**src/rtl/bcd_conv_sched_pkg.sv**
```systemverilog
// ----------------------------------------------------------------------------
// bcd_conv_sched_pkg : shared FSM encodings, BCD constants and dabble helper
// Rev 1.0
// ----------------------------------------------------------------------------
`default_nettype none

package bcd_conv_sched_pkg;

  localparam logic [1:0] ST_IDLE  = 2'd0;
  localparam logic [1:0] ST_SHIFT = 2'd1;
  localparam logic [1:0] ST_DONE  = 2'd2;

  localparam int BCD_MAX = 99;
  localparam int DIGIT_W = 4;

  // Double-dabble correction applied to a digit before each shift
  function automatic logic [DIGIT_W-1:0] dabble_adj(input logic [DIGIT_W-1:0] d);
    return (d >= 4'd5) ? d + 4'd3 : d;
  endfunction

endpackage

`default_nettype wire

```
**src/rtl/bcd_conv_sched_rr_arbiter.sv**
```systemverilog
// ----------------------------------------------------------------------------
// rr_arbiter : combinational round-robin pick, first set req at/after ptr
// Rev 1.0
// ----------------------------------------------------------------------------
`default_nettype none

module rr_arbiter #(
  parameter int N_REQ = 4,
  localparam int IDX_W = $clog2(N_REQ)
) (
  input  logic [N_REQ-1:0] req,
  input  logic [IDX_W-1:0] ptr,
  output logic [N_REQ-1:0] grant_oh,
  output logic [IDX_W-1:0] grant_idx,
  output logic             grant_vld
);

  // Scan from farthest to nearest offset so the nearest set request wins last
  always_comb begin
    grant_vld = 1'b0;
    grant_idx = '0;
    for (int off = N_REQ - 1; off >= 0; off--) begin
      if (req[(int'(ptr) + off) % N_REQ]) begin
        grant_vld = 1'b1;
        grant_idx = IDX_W'((int'(ptr) + off) % N_REQ);
      end
    end
    grant_oh = grant_vld ? (N_REQ'(1) << grant_idx) : '0;
  end

endmodule

`default_nettype wire

```
**src/rtl/bcd_conv_sched.sv**
```systemverilog
// ----------------------------------------------------------------------------
// bcd_conv_sched : round-robin shared serial binary-to-BCD (2 digit) converter
// Rev 1.0
// ----------------------------------------------------------------------------
`default_nettype none

module bcd_conv_sched
  import bcd_conv_sched_pkg::*;
#(
  parameter int N_REQ = 4,
  parameter int BIN_W = 7
) (
  input  logic                     clk,
  input  logic                     rst_n,
  input  logic [N_REQ-1:0]         req,
  input  logic [N_REQ*BIN_W-1:0]   bin_in,
  output logic [N_REQ-1:0]         gnt,
  output logic                     busy,
  output logic                     done,
  output logic [$clog2(N_REQ)-1:0] done_id,
  output logic [DIGIT_W-1:0]       bcd1,
  output logic [DIGIT_W-1:0]       bcd0,
  output logic                     ovf
);

  localparam int IDX_W = $clog2(N_REQ);
  localparam int CNT_W = $clog2(BIN_W);

  logic [1:0]         state;
  logic [IDX_W-1:0]   ptr;
  logic [CNT_W-1:0]   cnt;
  logic [BIN_W-1:0]   op;
  logic [DIGIT_W-1:0] d1;
  logic [DIGIT_W-1:0] d0;
  logic               ovf_r;
  logic [IDX_W-1:0]   id_r;

  logic [N_REQ-1:0]   win_oh;
  logic [IDX_W-1:0]   win_idx;
  logic               win_vld;
  logic [BIN_W-1:0]   win_op;
  logic [7:0]         win_ext;
  logic               win_big;
  logic [BIN_W-1:0]   win_load;
  logic [DIGIT_W-1:0] adj1;
  logic [DIGIT_W-1:0] adj0;
  logic [7:0]         shifted;

  rr_arbiter #(.N_REQ(N_REQ)) u_arb (
    .req       (req),
    .ptr       (ptr),
    .grant_oh  (win_oh),
    .grant_idx (win_idx),
    .grant_vld (win_vld)
  );

  // Out-of-range operands are clamped so the engine always yields 9,9
  assign win_op   = bin_in[win_idx*BIN_W +: BIN_W];
  assign win_ext  = 8'(win_op);
  assign win_big  = (win_ext >= 8'(BCD_MAX + 1));
  assign win_load = win_big ? BIN_W'(BCD_MAX) : win_op;

  assign adj1    = dabble_adj(d1);
  assign adj0    = dabble_adj(d0);
  assign shifted = {adj1[DIGIT_W-2:0], adj0, op[BIN_W-1]};

  always_ff @(posedge clk or negedge rst_n) begin
    if (!rst_n) begin
      state   <= ST_IDLE;
      ptr     <= '0;
      cnt     <= '0;
      op      <= '0;
      d1      <= '0;
      d0      <= '0;
      ovf_r   <= 1'b0;
      id_r    <= '0;
      gnt     <= '0;
      busy    <= 1'b0;
      done    <= 1'b0;
      done_id <= '0;
      bcd1    <= '0;
      bcd0    <= '0;
      ovf     <= 1'b0;
    end else begin
      case (state)
        ST_IDLE: begin
          done <= 1'b0;
          if (win_vld) begin
            gnt   <= win_oh;
            busy  <= 1'b1;
            ptr   <= (win_idx == IDX_W'(N_REQ - 1)) ? '0 : win_idx + IDX_W'(1);
            cnt   <= '0;
            d1    <= '0;
            d0    <= '0;
            op    <= win_load;
            ovf_r <= win_big;
            id_r  <= win_idx;
            state <= ST_SHIFT;
          end
        end
        ST_SHIFT: begin
          gnt      <= '0;
          {d1, d0} <= shifted;
          op       <= op << 1;
          cnt      <= cnt + CNT_W'(1);
          // Final iteration publishes straight to the output registers
          if (cnt == CNT_W'(BIN_W - 1)) begin
            state   <= ST_DONE;
            done    <= 1'b1;
            bcd1    <= shifted[7:4];
            bcd0    <= shifted[3:0];
            ovf     <= ovf_r;
            done_id <= id_r;
          end
        end
        ST_DONE: begin
          done  <= 1'b0;
          busy  <= 1'b0;
          state <= ST_IDLE;
        end
        default: state <= ST_IDLE;
      endcase
    end
  end

endmodule

`default_nettype wire

```
**config.mk**
```make
export PLATFORM = sky130hd
export DESIGN_NAME = bcd_conv_sched
export DESIGN_NICKNAME = d
export VERILOG_FILES = /design/src/rtl/bcd_conv_sched_pkg.sv /design/src/rtl/bcd_conv_sched_rr_arbiter.sv /design/src/rtl/bcd_conv_sched.sv
export SDC_FILE = /design/constraint.sdc
export NUM_CORES = 1
export LEC_CHECK = 0
export CORE_MARGIN = 3
export CORE_UTILIZATION = 35
export CTS_BUF_LIST = sky130_fd_sc_hd__clkbuf_4
export DETAILED_ROUTE_END_ITERATION = 10
export GPL_TIMING_DRIVEN = 0
export HOLD_SLACK_MARGIN = 0.06
export SYNTH_ARGS = -nofsm -noshare
export SYNTH_HDL_FRONTEND = slang
export SYNTH_SLANG_ARGS = --single-unit
```
**constraint.sdc**
```tcl
create_clock -name clk -period 2.5 [get_ports clk]
set_clock_uncertainty 0.1 [all_clocks]
set_input_delay 0.375 -clock clk [delete_from_list [all_inputs] [get_ports clk]]
set_output_delay 0.375 -clock clk [all_outputs]
set_load 0.02 [all_outputs]
```
After elaboration in Yosys (flattened, before gate mapping)
Index checks and enable logic that the tools add are counted.
{"block": "classes", "muxes": 39, "n_eq_ne": 6, "add_sub_neg": 7, "n_mul": 1, "div_mod_pow": 0, "n_bitwise": 3, "n_lt_le_gt_ge": 7, "shift": 2, "n_reduce_logical": 14}
{"operator": "indexed part select 28 x 6 -> 7 bit", "count": 1}
{"operator": "one-hot mux 4 bit (2 select lines)", "count": 3}
{"operator": "2-to-1 mux 2 bit", "count": 7}
{"operator": "2-to-1 mux 7 bit", "count": 2}
{"operator": "one-hot mux 7 bit (2 select lines)", "count": 1}
{"operator": "2-to-1 mux 1 bit", "count": 13}
{"operator": "less-than comparator 3 x 4 -> 1 bit (second input constant)", "count": 3}
{"operator": "2-to-1 mux 4 bit", "count": 3}
{"operator": "AND reduction 2 bit", "count": 6}
{"operator": "binary-select mux 1 bit (select 2 bit)", "count": 4}
{"operator": ">= comparator 4 x 3 -> 1 bit (second input constant)", "count": 2}
{"operator": "OR reduction 2 bit", "count": 4}
{"operator": ">= comparator 7 bit (second input constant)", "count": 1}
{"operator": "2-to-1 mux 3 bit", "count": 2}
{"operator": "one-hot mux 3 bit (2 select lines)", "count": 1}
{"operator": "nonzero test 2 bit", "count": 3}
{"operator": "multiplier 2 x 3 -> 5 bit (second input constant)", "count": 1}
{"operator": "adder 2 x 1 -> 2 bit (second input constant)", "count": 2}
{"operator": "adder 2 bit (second input constant)", "count": 2}
{"operator": "adder 4 x 2 -> 4 bit (second input constant)", "count": 1}
{"operator": "equality test 2 bit (second input constant)", "count": 2}
{"operator": "one-hot mux 1 bit (2 select lines)", "count": 2}
{"operator": "one-hot mux 2 bit (2 select lines)", "count": 1}
{"operator": "left shift 1 x 2 -> 4 bit (first input constant)", "count": 1}
{"operator": "9 further kinds", "count": 11}
{"block": "totals", "ff_bits": 42, "mem_bits_ro": 0, "mem_bits_rw": 0, "word_cells": 94, "output_inout_bits": 17, "latchBits": 0, "n_memories": 0}

Longest topological paths before layout
Gate-level depths: netlist (run 1).
{"block": "depth", "word_depth": 16, "depth_mapped": 7}

Cells and area by module
From an unflattened synthesis (run 1), not the netlist that was laid out.
{"block": "hier_totals", "hier_cells": 211, "area_unflattened_um2": 2207.1}
{"mod": "bcd_conv_sched", "area_each_um2": 2024.4, "n_inst": 1, "cells_per_inst": 182, "seq_area_each_um2": 1051.0}
{"mod": "rr_arbiter", "area_each_um2": 182.7, "n_inst": 1, "cells_per_inst": 29, "seq_area_each_um2": 0.0}

Least setup slack after synthesis (run 1)
Ideal clock, no wire load.
{"block": "synth_timing", "kind": "input port to flip-flop", "start": "input req[2]", "end": "register op[2]", "t_arrival_ps": 1798, "setup_ps": 136, "path_buffers": 0, "cell_stages": 7, "setup_slack_ps": 466, "path_cell_list": "inv_1 -> o22ai_1 -> a211oi_4 -> inv_4 -> and3_2 -> o41ai_2 -> o22ai_1"}
{"block": "synth_via", "elab_chain_cells": 13, "word_cells_on_any_way": 27}
{"item": "start, declared", "line": "bcd_conv_sched.sv:15", "text": "input logic [N_REQ-1:0] req,"}
{"item": "binary-select mux 1 bit (select 2 bit)", "line": "bcd_conv_sched_rr_arbiter.sv:23", "text": "if (req[(int'(ptr) + off) % N_REQ]) begin"}
{"item": "2-to-1 mux 1 bit (not written as such) (2 in a row)", "line": "bcd_conv_sched_rr_arbiter.sv:23"}
{"item": "2-to-1 mux 2 bit (3 in a row)", "line": "bcd_conv_sched_rr_arbiter.sv:23"}
{"item": "2-to-1 mux 2 bit *", "line": "bcd_conv_sched_rr_arbiter.sv:23"}
{"item": "net u_arb.grant_idx[0]", "line": "bcd_conv_sched_rr_arbiter.sv:14", "text": "output logic [IDX_W-1:0] grant_idx,"}
{"item": "multiplier 2 x 3 -> 5 bit *", "line": "bcd_conv_sched.sv:58", "text": "assign win_op = bin_in[win_idx*BIN_W +: BIN_W];"}
{"item": "indexed part select 28 x 6 -> 7 bit *", "line": "bcd_conv_sched.sv:58"}
{"item": ">= comparator 7 bit", "line": "bcd_conv_sched.sv:60", "text": "assign win_big = (win_ext >= 8'(BCD_MAX + 1));"}
{"item": "2-to-1 mux 7 bit *", "line": "bcd_conv_sched.sv:61", "text": "assign win_load = win_big ? BIN_W'(BCD_MAX) : win_op;"}
{"item": "2-to-1 mux 7 bit *", "line": "bcd_conv_sched.sv:88", "text": "if (win_vld) begin"}
{"item": "one-hot mux 7 bit (2 select lines) *", "line": "bcd_conv_sched.sv:85", "text": "case (state)"}
{"item": "end signal, assigned", "line": "bcd_conv_sched.sv:95", "text": "op <= win_load;"}
{"item": "end signal, assigned", "line": "bcd_conv_sched.sv:104", "text": "op <= op << 1;"}
{"item": "end, declared", "line": "bcd_conv_sched.sv:32", "text": "logic [BIN_W-1:0] op;"}
The timed path passes the listed nets; every way through them passes the cells marked *. The select of a mux whose other input is x is not followed.
A chain may end at the register's enable or synchronous reset.

Worst setup path in the final report (run 1)
{"block": "layout_timing", "start": "input req[0]", "end": "register op[0]"}
{"block": "layout_via", "elab_chain_cells": 13, "word_cells_on_any_way": 27}
{"item": "binary-select mux 1 bit (select 2 bit)", "line": "bcd_conv_sched_rr_arbiter.sv:23"}
{"item": "2-to-1 mux 1 bit (not written as such) (2 in a row)", "line": "bcd_conv_sched_rr_arbiter.sv:23"}
{"item": "2-to-1 mux 2 bit (4 in a row)", "line": "bcd_conv_sched_rr_arbiter.sv:23"}
{"item": "multiplier 2 x 3 -> 5 bit", "line": "bcd_conv_sched.sv:58"}
{"item": "indexed part select 28 x 6 -> 7 bit", "line": "bcd_conv_sched.sv:58"}
{"item": ">= comparator 7 bit", "line": "bcd_conv_sched.sv:60"}
{"item": "2-to-1 mux 7 bit", "line": "bcd_conv_sched.sv:61"}
{"item": "2-to-1 mux 7 bit", "line": "bcd_conv_sched.sv:88"}
{"item": "one-hot mux 7 bit (2 select lines)", "line": "bcd_conv_sched.sv:85"}
Several ways; a longest one is shown, not always the timed one. The select of a mux whose other input is x is not followed.

==> results.py, run 1 <==
metrics = {
    "drt": {
        "ant_nets": 0,
        "wl_met3_um": 290,
        "detail_route.wl_per_cell_um": 13.41,
        "route.vias.total": 2014,
        "routed_via_density": 5.112,
        "wl_met1_mm": 2.562,
        "drc": 0,
        "routed_wl_mm": 5.282,
        "first_pass_iters": 4,
        "routed.top_layer": "met4",
        "first_iter_violations": 55,
        "met2_length_mm": 2.374,
    },
    "clock_tree": {
        "cts_tree": "done",
        "cts_num_sinks": 42,
        "cts_max_level": 2,
        "numCtsBuffers": 5,
        "clockBufferDepth": 2,
        "clkSlewWorstSetupHoldPaths_ns": 0.12,
        "worstSkewPairLatency_ns": 0.35,
        "cts_root_buf": "clkbuf_4",
    },
    "power_and_ir_drop": {
        "leakage_nw": 1.325,
        "combPwrFrac_pct": 53.8,
        "internal_power_mw": 1.889,
        "p_clk_share_pct": 10.2,
        "totalPowerFinal_mw": 3.316,
        "vdd_drop_max_uv": 519.0,
        "powerDensity_nw_per_um2": 1108,
        "switching_share_pct": 43.04,
        "p_switching_mw": 1.427,
        "p_seq_share_pct": 35.9,
    },
    "yosys": {
        "postSynthAreaPerCell_um2": 8.933,
        "syn_nets": 302,
        "synth-edff-count": 0,
        "async_flop_share_pct": 100.0,
        "ys_ff_latch": 42,
        "yosys_warnings": 0,
        "synth_area_um2": 2305,
        "synthCells": 258,
        "yosysSeqAreaShare_pct": 45.60,
        "ys_types": 45,
        "ys.flop_type": "dfrtp_1",
    },
    "sta": {
        "hold_violations": 0,
        "fin_hold_ws_ns": 0.3271,
        "worst_pin_slew_ns": 0.5805,
        "max_slew_margin_pct": 61.30,
        "fmax_mhz": 426.5,
        "finalSetupViolCount": 0,
        "maxSlewViolCount": 0,
        "min_period_ns": 2.345,
        "fin_crit_sh_pct": 93.78,
        "tns_ns": 0,
        "rsz0062_at_grt": "false",
    },
    "worst_setup_path": {
        "worstPathRequired_ns": 2.62,
        "rr_worst_depth": 7,
        "reg2reg_from": "ptr[0]$_DFFE_PN0P_",
        "cp-start-kind": "input port",
        "crit_path_max_fanout": 10,
        "r2r-end": "op[2]$_DFFE_PN0P_",
        "criticalPathCategory": "in -> reg",
        "reg2reg_setup_slack_ns": 0.24,
        "critPathCaptureType": "flop",
        "arrival_ns": 2.47,
    },
    "finish": {
        "layout.nets": 363,
        "num-fill-cells": 589,
        "drive_gt1_share_pct": 10.34,
        "antenna_cells": 0,
        "stdcell_count": 394,
        "area_growth_pct": 29.86,
    },
    "min_path": {
        "hold_path.class": "in -> async",
    },
    "place": {
        "gp_congestion": 0.7567,
        "dp_hpwl_mm": 4.044,
        "dp_cells": 384,
        "io_buffers": 50,
    },
    "floorplanning": {
        "dieArea_um2": 7594,
        "core_um2": 6131,
        "initial_core_util_pct": 37.59,
        "die-width_um": 87.15,
        "die_y_um": 87.15,
        "rows": 28,
        "io_pins": 51,
    },
    "global_routing": {
        "grt_max_degree": 32,
        "grt_pass1_wl_mm": 9.397,
        "grt_pass1_vias": 1977,
        "antenna_found_initial": 0,
        "gr-total-overflow": 0,
        "grt_use_total_pct": 15.43,
    },
    "job": {
        "drv_cap": 0,
    },
    "outcome": {
        "status": "complete, no violations",
    },
}
[area by class of cell]
cell class | count | area (um^2) | share of cell area (%)
multi-input cells | 190 | 1141 | 38.13
flip-flops and latches | 42 | 1052 | 35.16
repair buffers | 54 | 540.5 | 18.06
well taps | 75 | 93.84 | 3.135
plain buffers | 14 | 65.06 | 2.174
clock buffers | 7 | 52.55 | 1.756
inverters | 12 | 47.55 | 1.589
[state kept, by name (all words and copies together), names as in the netlist]
register,cells
op,7
bcd0,4
bcd1,4
d0,4
d1,4
gnt,4
cnt,3
done_id,2
id_r,2
ptr,2
state,2
busy,1
done,1
ovf,1
ovf_r,1
[critical path, cell delays in order]
cell and delay, ns:
clkdlybuf4s50_1 0.55, nand2_1 0.11, a211o_1 0.35, buf_6 0.16, nand3_1 0.08, nand3_1 0.10
a222oi_1 0.58, o311ai_1 0.16
[Yosys cell counts, drive strengths merged (3+ instances only)]
master | count | area [um^2]
a211oi | 3 | 40.04
a21oi | 12 | 63.81
and3 | 4 | 32.53
buf | 4 | 26.28
clkbuf | 10 | 38.78
dfrtp | 42 | 1051
ha | 10 | 125.1
inv | 12 | 47.55
mux2 | 6 | 67.56
nand2 | 38 | 142.6
nand2b | 5 | 38.78
nand3 | 35 | 180.2
nor2 | 12 | 45.04
nor2b | 4 | 25.02
nor3 | 3 | 15.01
o21ai | 34 | 170.2
o22ai | 4 | 25.02
[metal layers]
metal / vias up / global-route usage, %
met2: 57 / 24.36
met1: 931 / 21.95
met5: - / 0
met3: 6 / 3.027
li1: 1020 / -
met4: 0 / 3.347
[power by group through the flow]
stage                     combinational, mW  sequential, mW  clock [mW]
after floorplan                        1.07            1.30           0
after global placement                 1.75            1.20           0
after detailed placement               1.79            1.21           0
after CTS                              1.81            1.20       0.353
after global routing                   2.04            1.24       0.387
final                                  1.78            1.19       0.339
[layout by cell type, fill, tap and decap left out, drive strengths merged, types with 2 or more instances in the layout]
cell,n
and3,4
a211oi,3
clkdlybuf4s50,49
o21ai,34
inv,12
ha,10
buf,8
a21boi,2
a22oi,2
o22ai,4
xnor2,2
dfrtp,42
mux2,6
nor3,3
a21oi,12
nand3,35
nor2b,4
o31ai,2
nand2b,5
clkbuf,17
nand2,38
nor2,12
[repair_timing]
item | CTS | global route
pin swaps | 1 | 2
gates cloned | 0 | 0
hold buffers | 1 | 0
resized for setup | 0 | 1
buffers inserted | 2 | 0
endpoints found under the hold margin | 11 | 0
setup endpoints to repair | 2 | 4
[per-stage QoR]
stage | instance area, um^2 | utilization [%] | setup WS [ns]
floorplan | 2305 | - | 0.4663
global placement | 2899 | 47.29 | -0.3759
detailed placement | 2914 | 47.53 | -0.4008
CTS | 2992 | 48.80 | 0.1063
global route | 2993 | 48.82 | 0.003818
finish | 2993 | 48.82 | 0.1554
[worst max path at each step]
| stage | startpoint | depth (start not counted) | to |
|---|---|---|---|
| detailed placement | req[0] | 8 | op[2]$_DFFE_PN0P_ |
| floorplan | req[2] | 7 | op[2]$_DFFE_PN0P_ |
| finish | req[0] | 8 | op[0]$_DFFE_PN0P_ |
| global placement | req[0] | 8 | op[2]$_DFFE_PN0P_ |
| CTS | req[1] | 8 | op[2]$_DFFE_PN0P_ |
| global route | req[0] | 8 | op[2]$_DFFE_PN0P_ |
[cell families (layout without fill, tap and decap cells)]
logic type,count (synthesis),count (layout),share of synthesized area [%]
muxes,6,6,2.931
buffers and inverters,26,87,4.886
DFF,42,42,45.60
and+or+nand+nor,105,105,22.26
xor gates and xnor gates,2,2,0.7602
adders and majority gates,10,10,5.429
AOI/OAI and AO/OA,67,67,18.13
(Power assumes the default switching activity.)
==> inputs of run 2 (changes only) <==
--- a/config.mk
+++ b/config.mk
@@ -5,12 +5,12 @@
 export SDC_FILE = /design/constraint.sdc
 export NUM_CORES = 1
 export LEC_CHECK = 0
-export CORE_MARGIN = 3
 export CORE_UTILIZATION = 35
 export CTS_BUF_LIST = sky130_fd_sc_hd__clkbuf_4
 export DETAILED_ROUTE_END_ITERATION = 10
 export GPL_TIMING_DRIVEN = 0
 export HOLD_SLACK_MARGIN = 0.06
+export SKIP_LAST_GASP = 1
 export SYNTH_ARGS = -nofsm -noshare
 export SYNTH_HDL_FRONTEND = slang
 export SYNTH_SLANG_ARGS = --single-unit
==> run 2 against run 1 <==
  * Non-clock buffer count fell by 1
  * Die area fell by 9.0%
  * Total power rose by 0.93%
  * Clock power fell by 1%
  * Cell area rose by 0.50%
  * First-iteration DRC count rose by 29%
  * Sequential share of layout area fell by 0.22 points
  * Utilization fell by 1.4 points
==> results.py, run 2 (synthesis results as in run 1) <==
metrics = {
    "drt": {
        "detail_route.wl_per_cell_um": 13.41,
        "routed_via_density": 5.093,
        "ant_nets": 0,
        "drc": 0,
        "first_pass_iters": 5,
        "route.vias.total": 2017,
        "wl_met1_mm": 2.550,
        "met2_length_mm": 2.448,
        "routed.top_layer": "met4",
        "wl_met3_um": 255,
        "first_iter_violations": 71,
        "routed_wl_mm": 5.309,
    },
    "finish": {
        "seq_area_um2": 1051,
        "drive_gt1_share_pct": 9.718,
        "multi_input_area_um2": 1141,
        "largest_reg_flops": 7,
        "num-fill-cells": 638,
        "area_growth_pct": 30.51,
        "layout.nets": 362,
        "fin_area_um2": 3008,
        "finish.utilization_pct": 47.37,
        "stdcell_count": 396,
        "final_common_cell": "clkdlybuf4s50_1",
        "antenna_cells": 0,
        "top_register": "op",
        "final_cell_mix": "clkdlybuf4s50_1, dfrtp_1, nand2_1",
    },
    "worst_setup_path": {
        "criticalPathCategory": "in -> reg",
        "worstPathRequired_ns": 2.63,
        "path_cells": "clkdlybuf4s50_1 -> nand2_1 -> a211o_1 -> buf_6 -> nand3_2 -> nand3_1 -> a222oi_1 -> o32ai_1",
        "critical_path.top_delay_family": "compound AO/OA/AOI/OAI gates",
        "cp-start-kind": "input port",
        "rr_worst_depth": 7,
        "slowest_stage": "a222oi_1",
        "cp_num_buf_inv": 2,
        "reg2reg_setup_slack_ns": 0.14,
        "r2r-end": "op[1]$_DFFE_PN0P_",
        "arrival_ns": 2.49,
        "reg2reg_from": "ptr[1]$_DFFE_PN0P_",
        "critPathCaptureType": "flop",
        "crit_start": "req[0]",
        "critPathMaxStageDelay_ns": 0.59,
        "crit_path_max_fanout": 10,
    },
    "floorplanning": {
        "rows": 29,
        "core_um2": 6350,
        "die-width_um": 83.15,
        "dieArea_um2": 6913,
        "io_pins": 51,
        "die_y_um": 83.15,
        "initial_core_util_pct": 36.30,
    },
    "sta": {
        "maxSlewViolCount": 0,
        "max_slew_margin_pct": 60.82,
        "fin_crit_sh_pct": 94.45,
        "rsz0062_at_grt": "false",
        "worst_pin_slew_ns": 0.5877,
        "min_period_ns": 2.361,
        "finalSetupViolCount": 0,
        "tns_ns": 0,
        "fin_hold_ws_ns": 0.3901,
        "fin_ws_ns": 0.1388,
        "fmax_mhz": 423.5,
        "hold_violations": 0,
    },
    "clock_tree": {
        "cts_num_sinks": 42,
        "clkSlewWorstSetupHoldPaths_ns": 0.13,
        "cts_max_level": 2,
        "clockBufferDepth": 2,
        "worstSkewPairLatency_ns": 0.36,
        "cts_root_buf": "clkbuf_4",
        "numCtsBuffers": 5,
        "cts_tree": "done",
        "cts_resized": 0,
    },
    "place": {
        "placed_area_um2": 2924,
        "dp_cells": 386,
        "dp_slack_ns": -0.3551,
        "gp_congestion": 0.7957,
        "dp_hpwl_mm": 4.120,
        "io_buffers": 50,
    },
    "global_routing": {
        "antenna_found_initial": 0,
        "grt_pass1_wl_mm": 8.976,
        "grt_use_total_pct": 16.07,
        "grt_max_degree": 23,
        "grt_pass1_vias": 1953,
        "gr-total-overflow": 0,
    },
    "power_and_ir_drop": {
        "leakage_nw": 1.326,
        "totalPowerFinal_mw": 3.347,
        "powerDensity_nw_per_um2": 1113,
        "vdd_drop_max_uv": 537.4,
    },
    "min_path": {
        "hold_depth": 2,
        "hold_path.class": "reg -> reg",
        "min_to": "bcd0[3]$_DFFE_PN0P_",
        "hp-start": "bcd0[3]$_DFFE_PN0P_",
    },
    "outcome": {
        "status": "complete, no violations",
    },
    "job": {
        "drv_cap": 0,
    },
}
## run 2: cell types whose count changed in the layout (fill, tap and decap cells not counted)
cell,previous run,this run
clkinv_1,0,1
clkbuf_4,7,5
clkinvlp_4,0,1
buf_16,0,1
dfrtp_1,41,42
buf_4,3,1
clkinv_2,0,1
dfrtp_2,1,0
## run 2: how the worst max path moves through the flow
| stage | endpoint | slack (ns) | depth (start not counted) |
|---|---|---|---|
| after CTS | op[4]$_DFFE_PN0P_ | 0.02 | 8 |
| after global routing | op[4]$_DFFE_PN0P_ | 0.01 | 7 |
| after detailed placement | op[4]$_DFFE_PN0P_ | -0.36 | 8 |
| after floorplan | op[2]$_DFFE_PN0P_ | 0.47 | 7 |
| final | op[1]$_DFFE_PN0P_ | 0.14 | 8 |
| after global placement | op[2]$_DFFE_PN0P_ | -0.38 | 8 |
## run 2: area by class of cell
class	instances	share of cell area [%]
clock inverter	3	0.5408
clock buffer	5	1.248
timing repair buffer	53	18.39
sequential	42	34.94
inverter	12	1.581
buffer	14	2.163
multi-input combinational	190	37.94
tap	77	3.203
## run 2: routing by layer
| layer | vias to the layer above | global-route usage, % |
|---|---|---|
| met4 | 0 | 4.859 |
| met2 | 63 | 26.38 |
| met1 | 928 | 20.82 |
| met3 | 6 | 4.175 |
| met5 | - | 0 |
| li1 | 1020 | - |
## run 2: tightest hold or removal path, stage by stage, from the launching register on
cell	delay, ns
dfrtp_1	0.36
nand2_1	0.05
o21ai_0	0.06
## run 2: report_power, final
part	total, mW	internal [mW]	switching [mW]
clock	0.334	0.105	0.229
sequential	1.20	0.981	0.216
combinational	1.82	0.795	1.02
## run 2: what timing repair did
item	4_1_cts	5_1_grt
endpoints found under the hold margin	20	0
hold buffers	1	0
endpoints found under the setup margin	0	6
buffers inserted	0	1
